`src/rtl/tmr_mon_pkg.sv`:
```
`default_nettype none
// ============================================================================
// Module      : tmr_mon_pkg
// Description : Shared types and helpers for the TMR fault monitor.
//               - evt_class_t : upset classification (NONE / SINGLE / MULTI)
//               - tmr_evt_t   : queued event record {mask, cls, ts}
//               - popcount3   : number of set bits in a 3-bit mask
// Revision    : 1.0 - initial release
// ============================================================================
package tmr_mon_pkg;

  localparam int TMR_TS_W = 16;

  typedef enum logic [1:0] {
    NONE   = 2'b00,
    SINGLE = 2'b01,
    MULTI  = 2'b10
  } evt_class_t;

  // Default event record; the top level builds its own copy sized by TS_W.
  typedef struct packed {
    logic [2:0]          mask;
    evt_class_t          cls;
    logic [TMR_TS_W-1:0] ts;
  } tmr_evt_t;

  function automatic logic [1:0] popcount3(input logic [2:0] m);
    popcount3 = {1'b0, m[0]} + {1'b0, m[1]} + {1'b0, m[2]};
  endfunction

endpackage
`default_nettype wire

```
`src/rtl/tmr_event_fifo.sv`:
```
`default_nettype none
// ============================================================================
// Module      : tmr_event_fifo
// Description : Small register-array event queue with read/write pointers
//               carrying one extra wrap bit. A push into a full queue is
//               accepted when a pop happens at the same edge. flush is
//               synchronous and empties the queue.
// Ports       : clk, rst (async, active-high), flush, push/push_data/full,
//               pop/valid/head
// Revision    : 1.0 - initial release
// ============================================================================
module tmr_event_fifo
  import tmr_mon_pkg::*;
#(
  parameter int  DEPTH = 4,
  parameter type EVT_T = tmr_evt_t
) (
  input  logic clk,
  input  logic rst,
  input  logic flush,
  input  logic push,
  input  EVT_T push_data,
  output logic full,
  input  logic pop,
  output logic valid,
  output EVT_T head
);

  localparam int            AW      = $clog2(DEPTH);
  localparam logic [AW:0]   PTR_ONE = {{AW{1'b0}}, 1'b1};

  logic [AW:0] wr_ptr_q, wr_ptr_d;
  logic [AW:0] rd_ptr_q, rd_ptr_d;
  EVT_T        mem_q [DEPTH];
  EVT_T        mem_d [DEPTH];
  logic        do_push;
  logic        do_pop;

  // Same index with different wrap bits means the writer lapped the reader.
  assign full  = (wr_ptr_q[AW] != rd_ptr_q[AW]) &&
                 (wr_ptr_q[AW-1:0] == rd_ptr_q[AW-1:0]);
  assign valid = (wr_ptr_q != rd_ptr_q);
  assign head  = mem_q[rd_ptr_q[AW-1:0]];

  always_comb begin
    do_pop   = pop && valid;
    // When full, a simultaneous pop frees the slot the push lands in.
    do_push  = push && (!full || do_pop);
    wr_ptr_d = wr_ptr_q;
    rd_ptr_d = rd_ptr_q;
    mem_d    = mem_q;
    if (flush) begin
      wr_ptr_d = '0;
      rd_ptr_d = '0;
    end else begin
      if (do_push) begin
        mem_d[wr_ptr_q[AW-1:0]] = push_data;
        wr_ptr_d                = wr_ptr_q + PTR_ONE;
      end
      if (do_pop) begin
        rd_ptr_d = rd_ptr_q + PTR_ONE;
      end
    end
  end

  always_ff @(posedge clk or posedge rst) begin
    if (rst) begin
      wr_ptr_q <= '0;
      rd_ptr_q <= '0;
      for (int i = 0; i < DEPTH; i++) begin
        mem_q[i] <= '0;
      end
    end else begin
      wr_ptr_q <= wr_ptr_d;
      rd_ptr_q <= rd_ptr_d;
      mem_q    <= mem_d;
    end
  end

endmodule
`default_nettype wire

```
`src/rtl/tmr_fault_monitor.sv`:
```
`default_nettype none
// ============================================================================
// Module      : tmr_fault_monitor
// Description : Passive observer for a triple-modular-redundant datapath.
//               Registers the three replicas, forms the bitwise majority and
//               a per-replica mismatch mask, classifies upsets as single or
//               multiple, and queues timestamped events. Keeps saturating
//               per-replica error counters and sticky status flags.
// Ports       : clk, rst (async, active-high)
//               q_1..q_3 [WIDTH]      replica buses
//               sample_en             compare replicas this cycle
//               clr                   synchronous clear of all state
//               evt_valid/evt_ready   event queue handshake
//               evt_mask/class/ts     queue head payload (zero when empty)
//               err_cnt_1..3 [CNT_W]  saturating per-replica error counts
//               uncorrectable         sticky: multiple-class upset seen
//               overflow              sticky: event dropped on full queue
// Revision    : 1.0 - initial release
// ============================================================================
module tmr_fault_monitor
  import tmr_mon_pkg::*;
#(
  parameter int WIDTH = 16,
  parameter int CNT_W = 8,
  parameter int TS_W  = 16,
  parameter int DEPTH = 4
) (
  input  logic             clk,
  input  logic             rst,
  input  logic [WIDTH-1:0] q_1,
  input  logic [WIDTH-1:0] q_2,
  input  logic [WIDTH-1:0] q_3,
  input  logic             sample_en,
  input  logic             clr,
  output logic             evt_valid,
  input  logic             evt_ready,
  output logic [2:0]       evt_mask,
  output logic [1:0]       evt_class,
  output logic [TS_W-1:0]  evt_ts,
  output logic [CNT_W-1:0] err_cnt_1,
  output logic [CNT_W-1:0] err_cnt_2,
  output logic [CNT_W-1:0] err_cnt_3,
  output logic             uncorrectable,
  output logic             overflow
);

  typedef struct packed {
    logic [2:0]      mask;
    evt_class_t      cls;
    logic [TS_W-1:0] ts;
  } evt_t;

  localparam logic [CNT_W-1:0] CNT_MAX = '1;
  localparam logic [CNT_W-1:0] CNT_ONE = {{(CNT_W-1){1'b0}}, 1'b1};
  localparam logic [TS_W-1:0]  TS_ONE  = {{(TS_W-1){1'b0}}, 1'b1};

  // Free-running timestamp and stage-1 capture registers
  logic [TS_W-1:0]  ts_q, ts_d;
  logic [WIDTH-1:0] s1_a_q, s1_a_d;
  logic [WIDTH-1:0] s1_b_q, s1_b_d;
  logic [WIDTH-1:0] s1_c_q, s1_c_d;
  logic [TS_W-1:0]  s1_ts_q, s1_ts_d;
  logic             s1_valid_q, s1_valid_d;

  // Event bookkeeping
  logic [2:0]       last_mask_q, last_mask_d;
  logic [CNT_W-1:0] cnt_q [3];
  logic [CNT_W-1:0] cnt_d [3];
  logic             unc_q, unc_d;
  logic             ovf_q, ovf_d;

  // Stage-2 combinational evaluation
  logic [WIDTH-1:0] maj;
  logic [2:0]       mask;
  logic [1:0]       mask_pop;
  evt_class_t       cls;
  logic             fire;
  logic             push;
  evt_t             push_data;

  // Queue interface
  logic             fifo_full;
  logic             fifo_valid;
  evt_t             fifo_head;

  assign maj      = (s1_a_q & s1_b_q) | (s1_a_q & s1_c_q) | (s1_b_q & s1_c_q);
  assign mask     = {s1_c_q != maj, s1_b_q != maj, s1_a_q != maj};
  assign mask_pop = popcount3(mask);
  assign cls      = (mask_pop == 2'd0) ? NONE :
                    (mask_pop == 2'd1) ? SINGLE : MULTI;
  // Only a change in the mismatch pattern is reported, so a stuck replica
  // produces one event rather than one per cycle.
  assign fire     = s1_valid_q && (mask != 3'b000) && (mask != last_mask_q);
  assign push     = fire && !clr;
  assign push_data = '{mask: mask, cls: cls, ts: s1_ts_q};

  always_comb begin
    ts_d        = ts_q + TS_ONE;
    s1_valid_d  = sample_en;
    s1_a_d      = s1_a_q;
    s1_b_d      = s1_b_q;
    s1_c_d      = s1_c_q;
    s1_ts_d     = s1_ts_q;
    last_mask_d = last_mask_q;
    cnt_d       = cnt_q;
    unc_d       = unc_q;
    ovf_d       = ovf_q;

    if (sample_en) begin
      s1_a_d  = q_1;
      s1_b_d  = q_2;
      s1_c_d  = q_3;
      s1_ts_d = ts_q;
    end

    if (s1_valid_q) begin
      last_mask_d = mask;
    end

    if (fire) begin
      for (int i = 0; i < 3; i++) begin
        if (mask[i] && (cnt_q[i] != CNT_MAX)) begin
          cnt_d[i] = cnt_q[i] + CNT_ONE;
        end
      end
      if (cls == MULTI) begin
        unc_d = 1'b1;
      end
      // A pop at the same edge makes room, so only a stalled full queue drops.
      if (fifo_full && !evt_ready) begin
        ovf_d = 1'b1;
      end
    end

    if (clr) begin
      ts_d        = '0;
      s1_valid_d  = 1'b0;
      last_mask_d = '0;
      for (int i = 0; i < 3; i++) begin
        cnt_d[i] = '0;
      end
      unc_d       = 1'b0;
      ovf_d       = 1'b0;
    end
  end

  always_ff @(posedge clk or posedge rst) begin
    if (rst) begin
      ts_q        <= '0;
      s1_a_q      <= '0;
      s1_b_q      <= '0;
      s1_c_q      <= '0;
      s1_ts_q     <= '0;
      s1_valid_q  <= 1'b0;
      last_mask_q <= '0;
      for (int i = 0; i < 3; i++) begin
        cnt_q[i] <= '0;
      end
      unc_q       <= 1'b0;
      ovf_q       <= 1'b0;
    end else begin
      ts_q        <= ts_d;
      s1_a_q      <= s1_a_d;
      s1_b_q      <= s1_b_d;
      s1_c_q      <= s1_c_d;
      s1_ts_q     <= s1_ts_d;
      s1_valid_q  <= s1_valid_d;
      last_mask_q <= last_mask_d;
      cnt_q       <= cnt_d;
      unc_q       <= unc_d;
      ovf_q       <= ovf_d;
    end
  end

  tmr_event_fifo #(
    .DEPTH (DEPTH),
    .EVT_T (evt_t)
  ) u_fifo (
    .clk       (clk),
    .rst       (rst),
    .flush     (clr),
    .push      (push),
    .push_data (push_data),
    .full      (fifo_full),
    .pop       (evt_ready),
    .valid     (fifo_valid),
    .head      (fifo_head)
  );

  // Payload is forced to zero while the queue is empty so stale entries
  // never appear on the outputs.
  assign evt_valid     = fifo_valid;
  assign evt_mask      = fifo_valid ? fifo_head.mask : 3'b000;
  assign evt_class     = fifo_valid ? fifo_head.cls  : NONE;
  assign evt_ts        = fifo_valid ? fifo_head.ts   : '0;
  assign err_cnt_1     = cnt_q[0];
  assign err_cnt_2     = cnt_q[1];
  assign err_cnt_3     = cnt_q[2];
  assign uncorrectable = unc_q;
  assign overflow      = ovf_q;

endmodule
`default_nettype wire

```
`config.mk`:
```
export PLATFORM = sky130hd
export DESIGN_NAME = tmr_fault_monitor
export DESIGN_NICKNAME = d
export VERILOG_FILES = /design/src/rtl/tmr_mon_pkg.sv /design/src/rtl/tmr_event_fifo.sv /design/src/rtl/tmr_fault_monitor.sv
export SDC_FILE = /design/constraint.sdc
export NUM_CORES = 1
export LEC_CHECK = 0
export CORE_MARGIN = 3
export CORE_UTILIZATION = 45
export CTS_BUF_LIST = sky130_fd_sc_hd__clkbuf_4 sky130_fd_sc_hd__clkbuf_8
export DETAILED_ROUTE_END_ITERATION = 16
export PLACE_DENSITY_LB_ADDON = 0.3
export SLEW_MARGIN = 20
export SYNTH_ARGS = -nofsm -noshare
export SYNTH_HDL_FRONTEND = slang
export SYNTH_HIERARCHICAL = 1
export SYNTH_SLANG_ARGS = --single-unit
```
`constraint.sdc`:
```
create_clock -name clk -period 8.8 [get_ports clk]
set_input_delay 1.76 -clock clk [delete_from_list [all_inputs] [get_ports clk]]
set_output_delay 1.76 -clock clk [all_outputs]
set_load 0.02 [all_outputs]
```
[Word level (Yosys, flattened, before mapping)]
Index checks and enable logic that the tools add are counted.
Operators by class
  reductions and logical operators: 32
  bitwise logic cells: 8
  add/subtract/negate cells: 8
  mux-type cells: 30
  eq/ne operators: 12
  magnitude comparators: 3
Operators by type and width (count)
  bitwise mux 84 bit: 1
  two-way mux 21 bit: 3
  bitwise AND 16 bit: 3
  two-way mux 24 bit: 2
  != test 16 bit: 3
  binary-select mux 21 bit (select 2 bit): 1
  demux 21 bit (select 2 bit): 1
  two-way mux 16 bit: 2
  bitwise OR 16 bit: 2
  adder 8 x 1 -> 8 bit (second input constant): 3
  two-way mux 8 bit: 3
  != test 8 bit (second input constant): 3
  two-way mux 3 bit: 7
  nonzero test 2 bit: 9
  adder 16 x 1 -> 16 bit (second input constant): 1
  AND reduction 2 bit: 6
  logical AND 1 bit: 11
  two-way mux 1 bit: 7
  adder 3 x 1 -> 3 bit (second input constant): 2
  greater-or-equal comparator 3 bit (second input constant): 2
  two-way mux 2 bit: 3
  != test 3 bit: 2
  NOT 2 -> 3 bit: 2
  zero test 1 bit: 3
  11 further kinds: 11
Storage, ports and cells
  output and inout port bits: 48
  word-level logic and storage cells: 119
  register bits after elaboration: 200
  input port bits: 53

[Depth between registers and ports, before layout]
Gate-level depths: netlist (run 1).
  depth after elaboration: 13
  gate-level depth with buffers: 12
  gate-level depth less buffers: 11

[Modules after synthesis]
The synthesis (run 1) kept the hierarchy.
By module, submodules not included
  tmr_fault_monitor: area each 5798.1 sq um, cells an instance 550, seq. area each 2752.6 sq um, times used 1
  tmr_event_fifo: area each 4581.9 sq um, cells an instance 256, seq. area each 2252.2 sq um, times used 1

[Least setup slack after synthesis (run 1)]
Ideal clock, no wire load.
  path type: register to output
  start point: register u_fifo.rd_ptr_q[0]
  end point: output port evt_class[0]
  arrival time: 1721 ps
  stages on the path, launching flop included: 6
  setup slack: 5319 ps
  data required time: 7040 ps
  buffers on the path: 2
  cells stage by stage: dfrtp_1 > buf_2 > xor2_4 > or3_1 > clkbuf_1 > and2_1
On the way
  elaborated cells on any way between the ends: 6
  classes of those cells: eq/ne (1); mux (4); bitwise (1)
RTL lines
  start: declaration: line tmr_event_fifo.sv:33  | logic [AW:0] rd_ptr_q, rd_ptr_d;
  start signal: assignment: line tmr_event_fifo.sv:75  | rd_ptr_q <= rd_ptr_d;
  != test 3 bit: line tmr_event_fifo.sv:42  | assign valid = (wr_ptr_q != rd_ptr_q);
  net evt_valid: line tmr_fault_monitor.sv:35  | output logic evt_valid,
  two-way mux 2 bit: line tmr_fault_monitor.sv:194  | assign evt_class = fifo_valid ? fifo_head.cls : NONE;
  end: declaration: line tmr_fault_monitor.sv:38  | output logic [1:0] evt_class,
The timed path passes the listed nets, and every way through them passes these cells. The select of a mux whose other input is x is not followed.

[Final worst setup path (run 1)]
  start point: register u_fifo.wr_ptr_q[0]
  end point: output port evt_ts[5]
On the way
  longest elaborated chain between the ends: 2
RTL lines
  start: declaration: line tmr_event_fifo.sv:32  | logic [AW:0] wr_ptr_q, wr_ptr_d;
  start signal: assignment: line tmr_event_fifo.sv:74  | wr_ptr_q <= wr_ptr_d;
  != test 3 bit: line tmr_event_fifo.sv:42
  two-way mux 16 bit: line tmr_fault_monitor.sv:195  | assign evt_ts = fifo_valid ? fifo_head.ts : '0;
  end: declaration: line tmr_fault_monitor.sv:39  | output logic [TS_W-1:0] evt_ts,
No other way between the ends.

==> impl_metrics.toml, run 1 <==
[logic_synthesis]
netlist_instances = 806
synth-edff-count = 0
synth.distinct_cells = 56
yosys_register_bits = 200
syn_avg_cell_area_um2 = 12.9
synth.yosys.seq_area_share_pct = 48.2
ys_warn_count = 6
synthesis.nets = 869
syn_area_um2 = 10400
synth_ff_type = "dfrtp_1"
ys_async_sr_fraction_pct = 100

[cts]
ctsHoldBuffers = 0
ctsResizeCount = 0
numClockSinks = 200
cts_tree = "done"
h-tree-depth = 4
clk_pin_slew_ns = 0.10
clk_path_buf_depth = 2
clk_latency_ns = 0.47
post_cts_buffers = 0
cts_root_buf = "clkbuf_8"
cts_inserted_buffers = 17

[timing]
tightest_slew_ns = 0.858
rsz0062_at_grt = "false"
clock.fmax_ghz = 0.218
setup_violations = 0
slew_violations = 0
relSlewSlack_pct = 42.8
period_share_pct = 52.1
setup_tns_ns = 0
finalHoldViolations = 0
fin_worst_skew_ns = 0.0229
period_needed_ns = 4.59

[power_and_ir_drop]
p_leak_nw = 5.35
p_int_mw = 1.39
combPwrFrac_pct = 16.5
p_sw_mw = 0.545
clockPowerShare_pct = 31.1
netSwitchingFraction_pct = 28.1
ir_worst_vdd_mv = 0.105
p_seq_share_pct = 52.4
powerDensity_nw_per_um2 = 161

[placed_design]
gp_congestion = 0.777
detailed_place_hpwl_um = 13600
io_buffers = 100
placed_area_um2 = 11600

[drt]
drtAntennaViolNets = 0
drt_first_iter_violations = 312
wl_per_cell_um = 17.0
firstDrtPassIters = 4
vias_per_cell = 5.46
drc = 0
vias = 6534
wirelength_um = 20300

[grt]
grt_usage_pct = 17.3
grt_max_degree = 85
grt_pass1_wl_um = 34500
first_global_vias = 6641
antenna_found_initial = 0
overflow = 0

[worst_setup_path]
cp_max_fo = 23
cp.required_ns = 7.04
endpoint_kind = "output pin"
path_class = "register to output pin"
critPathArrivalTime_ns = 2.83
critPathLaunchType = "register"

[floorplan]
die_w_um = 158
design.die.area_um2 = 24900
ios = 101
start_util_pct = 46.7
die_h_um = 158
rows = 54
fp.coreArea_um2 = 22200

[layout]
design_area_um2 = 12000
nets = 966
drive_above_1_share_pct = 25.4
antennaDiodeCount = 0
fill_cells = 1893
synthToLayoutAreaGrowth_pct = 15.9
final_util_pct = 54.1

[worst_hold_path]
hold_class = "register to register"

[flow_run]
maxCapViolCount = 0

[status]
outcome = "complete, no violations"
-- synthesized netlist by cell type (3+ instances only) --
| library cell | instances | area share, % |
|---|---|---|
| a211o_1 | 3 | 0.25 |
| a21oi_1 | 28 | 1.4 |
| and2_1 | 23 | 1.4 |
| and3_1 | 7 | 0.42 |
| and3b_1 | 11 | 0.93 |
| buf_1 | 3 | 0.11 |
| buf_2 | 5 | 0.24 |
| buf_6 | 9 | 0.98 |
| clkbuf_1 | 16 | 0.58 |
| dfrtp_1 | 200 | 48 |
| ha_1 | 9 | 1.1 |
| inv_1 | 12 | 0.43 |
| mux2_2 | 71 | 7.7 |
| mux2_4 | 82 | 12 |
| mux2i_1 | 13 | 1.3 |
| mux4_2 | 21 | 4.6 |
| nand2_1 | 35 | 1.3 |
| nand2b_1 | 32 | 1.9 |
| nand3_1 | 18 | 0.87 |
| nand3b_1 | 13 | 0.94 |
| nand4_1 | 10 | 0.60 |
| nor2_1 | 37 | 1.3 |
| nor2b_1 | 11 | 0.66 |
| nor3_1 | 6 | 0.29 |
| nor3b_1 | 6 | 0.43 |
| nor4_1 | 8 | 0.48 |
| o21ai_0 | 11 | 0.53 |
| o21ai_1 | 8 | 0.39 |
| o22ai_1 | 9 | 0.54 |
| o31ai_1 | 13 | 0.94 |
| o41ai_4 | 4 | 1.1 |
| or3_1 | 14 | 0.84 |
| or3b_1 | 10 | 0.84 |
| or4_1 | 12 | 0.87 |
| xnor2_1 | 3 | 0.25 |
| xor2_1 | 9 | 0.76 |
-- cell usage in the layout, fill, tap and decap left out, drive strengths merged, types with 14 or more instances in the layout --
cell type	synthesis	layout
nor2	37	37
a21oi	28	28
clkdlybuf4s50	0	98
or3	14	14
nand3	18	18
and2	23	23
clkbuf	16	18
nand2b	32	32
mux4	21	21
o21ai	19	19
inv	12	16
mux2	153	153
dfrtp	200	200
nand2	35	35
-- cell type report --
class	count	area, um^2	area share, %
inverter	12	48.8	0.406
tap	280	350	2.91
sequential	200	5000	41.6
multi-input combinational	561	5140	42.8
timing repair buffer	111	1080	8.96
clock inverter	14	163	1.35
clock buffer	18	241	2.01
-- worst max-delay path: stages, from the launching register on --
cell and delay (ns):
dfrtp_1 0.51, xor2_4 0.42, or3_1 0.61, and2_1 0.23, clkdlybuf4s50_1 0.60
-- routing by layer --
| layer | up-vias | wire length, um | global-route usage, % |
|---|---|---|---|
| li1 | 3166 | - | - |
| met4 | 0 | 234 | 4.34 |
| met1 | 3261 | 10100 | 24.6 |
| met2 | 91 | 9440 | 27.5 |
| met5 | - | 0 | 0 |
| met3 | 16 | 532 | 3.42 |
-- logic make-up (layout without fill, tap and decap cells) --
logic type	Yosys count	in the layout	share of synthesized area (%)
flops	200	200	48.2
buf+inv	45	155	2.34
xor+xnor	15	15	1.70
fa+ha+maj	10	10	1.28
compound gates	89	89	6.27
mux	187	187	25.4
simple gates	260	260	14.8
-- flip-flops by register name, indices dropped and copies added (netlist names), 3 cells and up --
register,flops
s1_a_q,16
ts_q,16
err_cnt_3,8
u_fifo/wr_ptr_q,3
last_mask_q,3
err_cnt_1,8
s1_ts_q,16
s1_c_q,16
u_fifo/mem_q,84
u_fifo/rd_ptr_q,3
err_cnt_2,8
s1_b_q,16
-- final timing paths --
path,from,to,slack (ns),depth (start not counted)
setup / recovery,u_fifo/wr_ptr_q[0],evt_ts[5],4.21,4
hold / removal,ts_q[0],ts_q[0],0.49,1
setup reg to reg,s1_c_q[11],u_fifo/mem_q[20],4.77,12
hold reg to reg,ts_q[0],ts_q[0],0.49,1
max in group asynchronous,rst,s1_c_q[15],5.74,3
min in group asynchronous,rst,u_fifo/rd_ptr_q[2],1.62,2
-- through the flow --
| step | power, mW | worst slack (ns) | hold WS (ns) | std cells |
|---|---|---|---|---|
| floorplan | 1.25 | 4.14 | 0.440 | 806 |
| global placement | 1.35 | 4.71 | 0.468 | 1164 |
| detailed placement | 1.36 | 4.62 | 0.479 | 1164 |
| CTS | 1.97 | 4.09 | 0.493 | 1196 |
| global route | 2.04 | 3.95 | 0.519 | 1196 |
| finish | 1.94 | 4.21 | 0.487 | 1196 |
-- power by group through the flow --
stage	clock network (mW)	logic (mW)	registers [mW]
3_5_place_dp	0	0.326	1.03
3_3_place_gp	0	0.322	1.03
5_1_grt	0.662	0.353	1.02
6_report	0.602	0.319	1.01
4_1_cts	0.624	0.327	1.01
2_1_floorplan	0	0.227	1.02
Power figures use the tool's default switching activity.
==> inputs of run 2 (changes only) <==
==> constraint.sdc (replaced) <==
create_clock -name clk -period 3.9 [get_ports clk]
set_input_delay 0.78 -clock clk [delete_from_list [all_inputs] [get_ports clk]]
set_output_delay 0.78 -clock clk [all_outputs]
set_load 0.02 [all_outputs]
==> run 2 against run 1 <==
Register-to-register slack worse by 4.3 ns. Total power up 140%. Non-clock buffer count up 9. Clock-buffer cell count up 2. Hold slack worse by 0.0089 ns. Cell count up 0.67%. Sequential power up 130%. Clock power rose to 2.5 times the previous value. Core utilization up 0.87 points. Via count up 1.8%. Critical endpoint is now evt_ts[13].
==> impl_metrics.toml, run 2 (synthesis results as in run 1) <==
[status]
outcome = "complete, no violations"

[timing]
clock.fmax_ghz = 0.280
whs_ns = 0.478
tightest_slew_ns = 0.855
finalHoldViolations = 0
rsz0062_at_grt = "false"
setup_tns_ns = 0
setup_violations = 0
period_share_pct = 91.7
fin_worst_skew_ns = 0.0196
relSlewSlack_pct = 43.0
slew_violations = 0
period_needed_ns = 3.57

[layout]
instances_no_fill = 1204
top_register = "u_fifo/mem_q"
fill_cells = 1844
drive_above_1_share_pct = 26.1
design_area_um2 = 12200
largest_reg_flops = 84
antennaDiodeCount = 0
layout_commonest_cell = "dfrtp_1"
nets = 975
layout_common_cells = "dfrtp_1, clkdlybuf4s50_1, mux2_4"
synthToLayoutAreaGrowth_pct = 17.7

[drt]
drtAntennaViolNets = 0
vias_per_cell = 5.52
top_layer = "met4"
vias = 6651
route.met3.wl_um = 674
wl_per_cell_um = 17.5
wl_met2_um = 9770
drc = 0
drt_first_iter_violations = 302
firstDrtPassIters = 4
wirelength_um = 21100
met1_length_um = 10400

[cts]
ctsHoldBuffers = 0
clk_latency_ns = 0.47
post_cts_buffers = 0
clk_path_buf_depth = 2
numClockSinks = 200
cts_root_buf = "clkbuf_8"
h-tree-depth = 4
ctsResizeCount = 0
cts_inserted_buffers = 17
cts_tree = "done"
clk_pin_slew_ns = 0.10

[placed_design]
detailed_place_hpwl_um = 14300
gp_congestion = 0.737
place_inst = 1173
io_buffers = 100
placed_area_um2 = 11800

[worst_setup_path]
slowest_delay_ns = 0.59
cp.required_ns = 3.12
path_class = "register to output pin"
cp_max_fo = 21
path_buf_inv = 2
crit_chain = "buf_4, mux4_2, and2_1, clkdlybuf4s50_1"
critPathArrivalTime_ns = 2.79
crit_family = "buffers and inverters"
slowest_stage = "mux4_2"
endpoint_kind = "output pin"
critPathLaunchType = "register"

[floorplan]
design.die.area_um2 = 24900
fp.coreArea_um2 = 22200
rows = 54
die_h_um = 158
start_util_pct = 46.7
die_w_um = 158
ios = 101

[grt]
grt_usage_pct = 17.7
first_global_vias = 6643
grt_pass1_wl_um = 35000
overflow = 0
grt_max_degree = 111
antenna_found_initial = 0

[power_and_ir_drop]
p_leak_nw = 5.46
ir_worst_vdd_mv = 0.216
powerDensity_nw_per_um2 = 373
total_power_mw = 4.56

[flow_run]
maxCapViolCount = 0

[worst_hold_path]
hold_class = "register to register"
## run 2: worst paths after layout
path	cells past startpoint	endpoint	slack, ns	startpoint
worst max-delay path	4	evt_ts[13]	0.33	u_fifo/rd_ptr_q[0]
worst min-delay path	1	ts_q[0]	0.48	ts_q[0]
worst max register to register	12	u_fifo/mem_q[12]	0.49	s1_a_q[11]
worst min register to register	1	ts_q[0]	0.48	ts_q[0]
max in group asynchronous	3	u_fifo/mem_q[42]	2.36	rst
min in group asynchronous	3	err_cnt_1[4]	0.79	rst
## run 2: metal layers
| layer | vias to the layer above | global-route usage [%] |
|---|---|---|
| met5 | - | 0 |
| met4 | 0 | 4.88 |
| met3 | 20 | 3.28 |
| met2 | 115 | 27.5 |
| met1 | 3342 | 25.5 |
| li1 | 3174 | - |
## run 2: cell type report
class	count	area [um^2]	share of cell area (%)
clock buffers	20	263	2.15
inverters	12	48.8	0.399
repair buffers	120	1220	9.95
flip-flops and latches	200	5000	41.0
well taps	280	350	2.87
multi-input cells	561	5140	42.1
clock inverters	11	195	1.60
## run 2: per-stage QoR
stage                     worst slack [ns]  util, %
after global placement               0.393     52.9
after CTS                            0.280     55.0
after global routing                 0.169     55.0
after detailed placement             0.453     52.9
after floorplan                      0.218        -
final                                0.326     55.0
## run 2: power by group
part / switching [mW] / leakage, nW / internal (mW)
Combinational: 0.352 / 2.58 / 0.385
Sequential: 0.121 / 2.65 / 2.17
Clock: 0.733 / 0.228 / 0.796
Total: 1.21 / 5.46 / 3.35
==> inputs of run 3 (changes only) <==
--- a/config.mk
+++ b/config.mk
@@ -9,7 +9,7 @@
 export CORE_UTILIZATION = 45
 export CTS_BUF_LIST = sky130_fd_sc_hd__clkbuf_4 sky130_fd_sc_hd__clkbuf_8
 export DETAILED_ROUTE_END_ITERATION = 16
-export PLACE_DENSITY_LB_ADDON = 0.3
+export PLACE_DENSITY = 0.78
 export SLEW_MARGIN = 20
 export SYNTH_ARGS = -nofsm -noshare
 export SYNTH_HDL_FRONTEND = slang
==> constraint.sdc (replaced) <==
create_clock -name clk -period 3.9 [get_ports clk]
set_input_delay 0.585 -clock clk [delete_from_list [all_inputs] [get_ports clk]]
set_output_delay 0.585 -clock clk [all_outputs]
set_load 0.02 [all_outputs]
==> run 3 against run 2 <==
Combinational power down 0.5%. Wire length increased by 1.6%. Global-route usage up 0.35 points. Critical path depth unchanged. Worst setup slack improved by 0.13 ns. Final area fell by 0.76%. Critical endpoint is now evt_ts[4]. Largest cell class unchanged.
==> impl_metrics.toml, run 3 (synthesis results as in run 1) <==
[floorplan]
fp.coreArea_um2 = 22200
rows = 54
design.die.area_um2 = 24900
die_h_um = 158
die_w_um = 158
start_util_pct = 46.7
ios = 101

[layout]
fill_cells = 1831
top_register = "u_fifo/mem_q"
design_area_um2 = 12100
largest_reg_flops = 84
layout_common_cells = "dfrtp_1, clkdlybuf4s50_1, mux2_4"
nets = 971
layout_commonest_cell = "dfrtp_1"
drive_above_1_share_pct = 25.8
synthToLayoutAreaGrowth_pct = 16.9
antennaDiodeCount = 0

[power_and_ir_drop]
powerDensity_nw_per_um2 = 359
p_leak_nw = 5.41
total_power_mw = 4.35
ir_worst_vdd_mv = 0.211

[worst_setup_path]
r2r-end = "u_fifo/mem_q[6]"
rr_worst_depth = 12
rr_startpoint = "s1_a_q[11]"
cp.required_ns = 3.31
r2r_slack_ns = 0.46
endpoint_kind = "output pin"
critPathLaunchType = "register"
crit_path_end = "evt_ts[4]"
cp_max_fo = 23
critPathArrivalTime_ns = 2.86
startpoint = "u_fifo/wr_ptr_q[1]"
path_class = "register to output pin"

[grt]
first_global_vias = 6685
antenna_found_initial = 0
overflow = 0
grt_pass1_wl_um = 35800
grt_max_degree = 85
grt_usage_pct = 18.0

[worst_hold_path]
hold_class = "input pin to asynchronous set/reset pin"

[cts]
post_cts_buffers = 0
clk_latency_ns = 0.48
cts_inserted_buffers = 17
clk_pin_slew_ns = 0.09
ctsHoldBuffers = 0
ctsResizeCount = 0
cts_root_buf = "clkbuf_8"
h-tree-depth = 4
clk_path_buf_depth = 2
numClockSinks = 200
cts_tree = "done"

[timing]
finalHoldViolations = 0
period_share_pct = 88.3
slew_violations = 0
relSlewSlack_pct = 26.2
period_needed_ns = 3.44
setup_violations = 0
rsz0062_at_grt = "false"
clock.fmax_ghz = 0.290
setup_tns_ns = 0
tightest_slew_ns = 1.10
fin_worst_skew_ns = 0.0210

[drt]
drtAntennaViolNets = 0
firstDrtPassIters = 4
drt_first_iter_violations = 329
vias = 6703
wl_per_cell_um = 17.9
vias_per_cell = 5.58
wirelength_um = 21500
drc = 0

[placed_design]
gp_congestion = 0.759
detailed_place_hpwl_um = 15000
placed_area_um2 = 11700
io_buffers = 100

[status]
outcome = "complete, no violations"

[flow_run]
maxCapViolCount = 0
==> run 3: how the worst min path moves through the flow <==
stage / startpoint / slack, ns / depth (start not counted) / to
floorplan: ts_q[0] / 0.44 / 1 / ts_q[0]
global placement: ts_q[0] / 0.46 / 1 / ts_q[0]
detailed placement: ts_q[0] / 0.48 / 1 / ts_q[0]
CTS: rst / 0.38 / 2 / u_fifo/wr_ptr_q[1]
global route: rst / 0.39 / 2 / u_fifo/wr_ptr_q[1]
finish: rst / 0.39 / 2 / u_fifo/rd_ptr_q[0]
==> run 3: report_power, final <==
group / internal, mW / switching, mW / leakage, nW
logic: 0.380 / 0.353 / 2.56
clock network: 0.593 / 0.730 / 0.203
registers: 2.17 / 0.120 / 2.65
total: 3.15 / 1.20 / 5.41
==> run 3: layout make-up <==
| type | count | area (um^2) | share of cell area (%) |
|---|---|---|---|
| Timing Repair Buffer | 116 | 1190 | 9.78 |
| Clock buffer | 23 | 304 | 2.51 |
| Inverter | 12 | 48.8 | 0.402 |
| Tap cell | 280 | 350 | 2.89 |
| Multi-Input combinational cell | 561 | 5140 | 42.4 |
| Sequential cell | 200 | 5000 | 41.3 |
| Clock inverter | 9 | 91.3 | 0.753 |
==> run 3: critical path, cell delays in order, from the launching register on <==
cell             delay, ns
dfrtp_1               0.53
xor2_4                0.43
or3_1                 0.58
and2_1                0.22
clkdlybuf4s50_1       0.62
==> run 3: routing by layer <==
layer / share of wire [%] / track usage (%) / routed length [um] / vias to the layer above
met4: 1.3 / 4.83 / 278 / 0
met1: 47 / 26.0 / 10100 / 3391
li1: - / - / - / 3162
met5: 0 / 0 / 0 / -
met2: 48 / 28.4 / 10300 / 130
met3: 3.4 / 3.01 / 730 / 20
==> run 3: per-stage QoR <==
| stage | hold slack [ns] | utilization (%) | setup slack, ns | cells |
|---|---|---|---|---|
| after global placement | 0.463 | 52.8 | 0.543 | 1169 |
| after CTS | 0.378 | 54.6 | 0.391 | 1201 |
| after floorplan | 0.440 | - | 0.413 | 806 |
| after global routing | 0.394 | 54.6 | 0.175 | 1201 |
| after detailed placement | 0.476 | 52.8 | 0.486 | 1169 |
| final | 0.390 | 54.6 | 0.456 | 1201 |
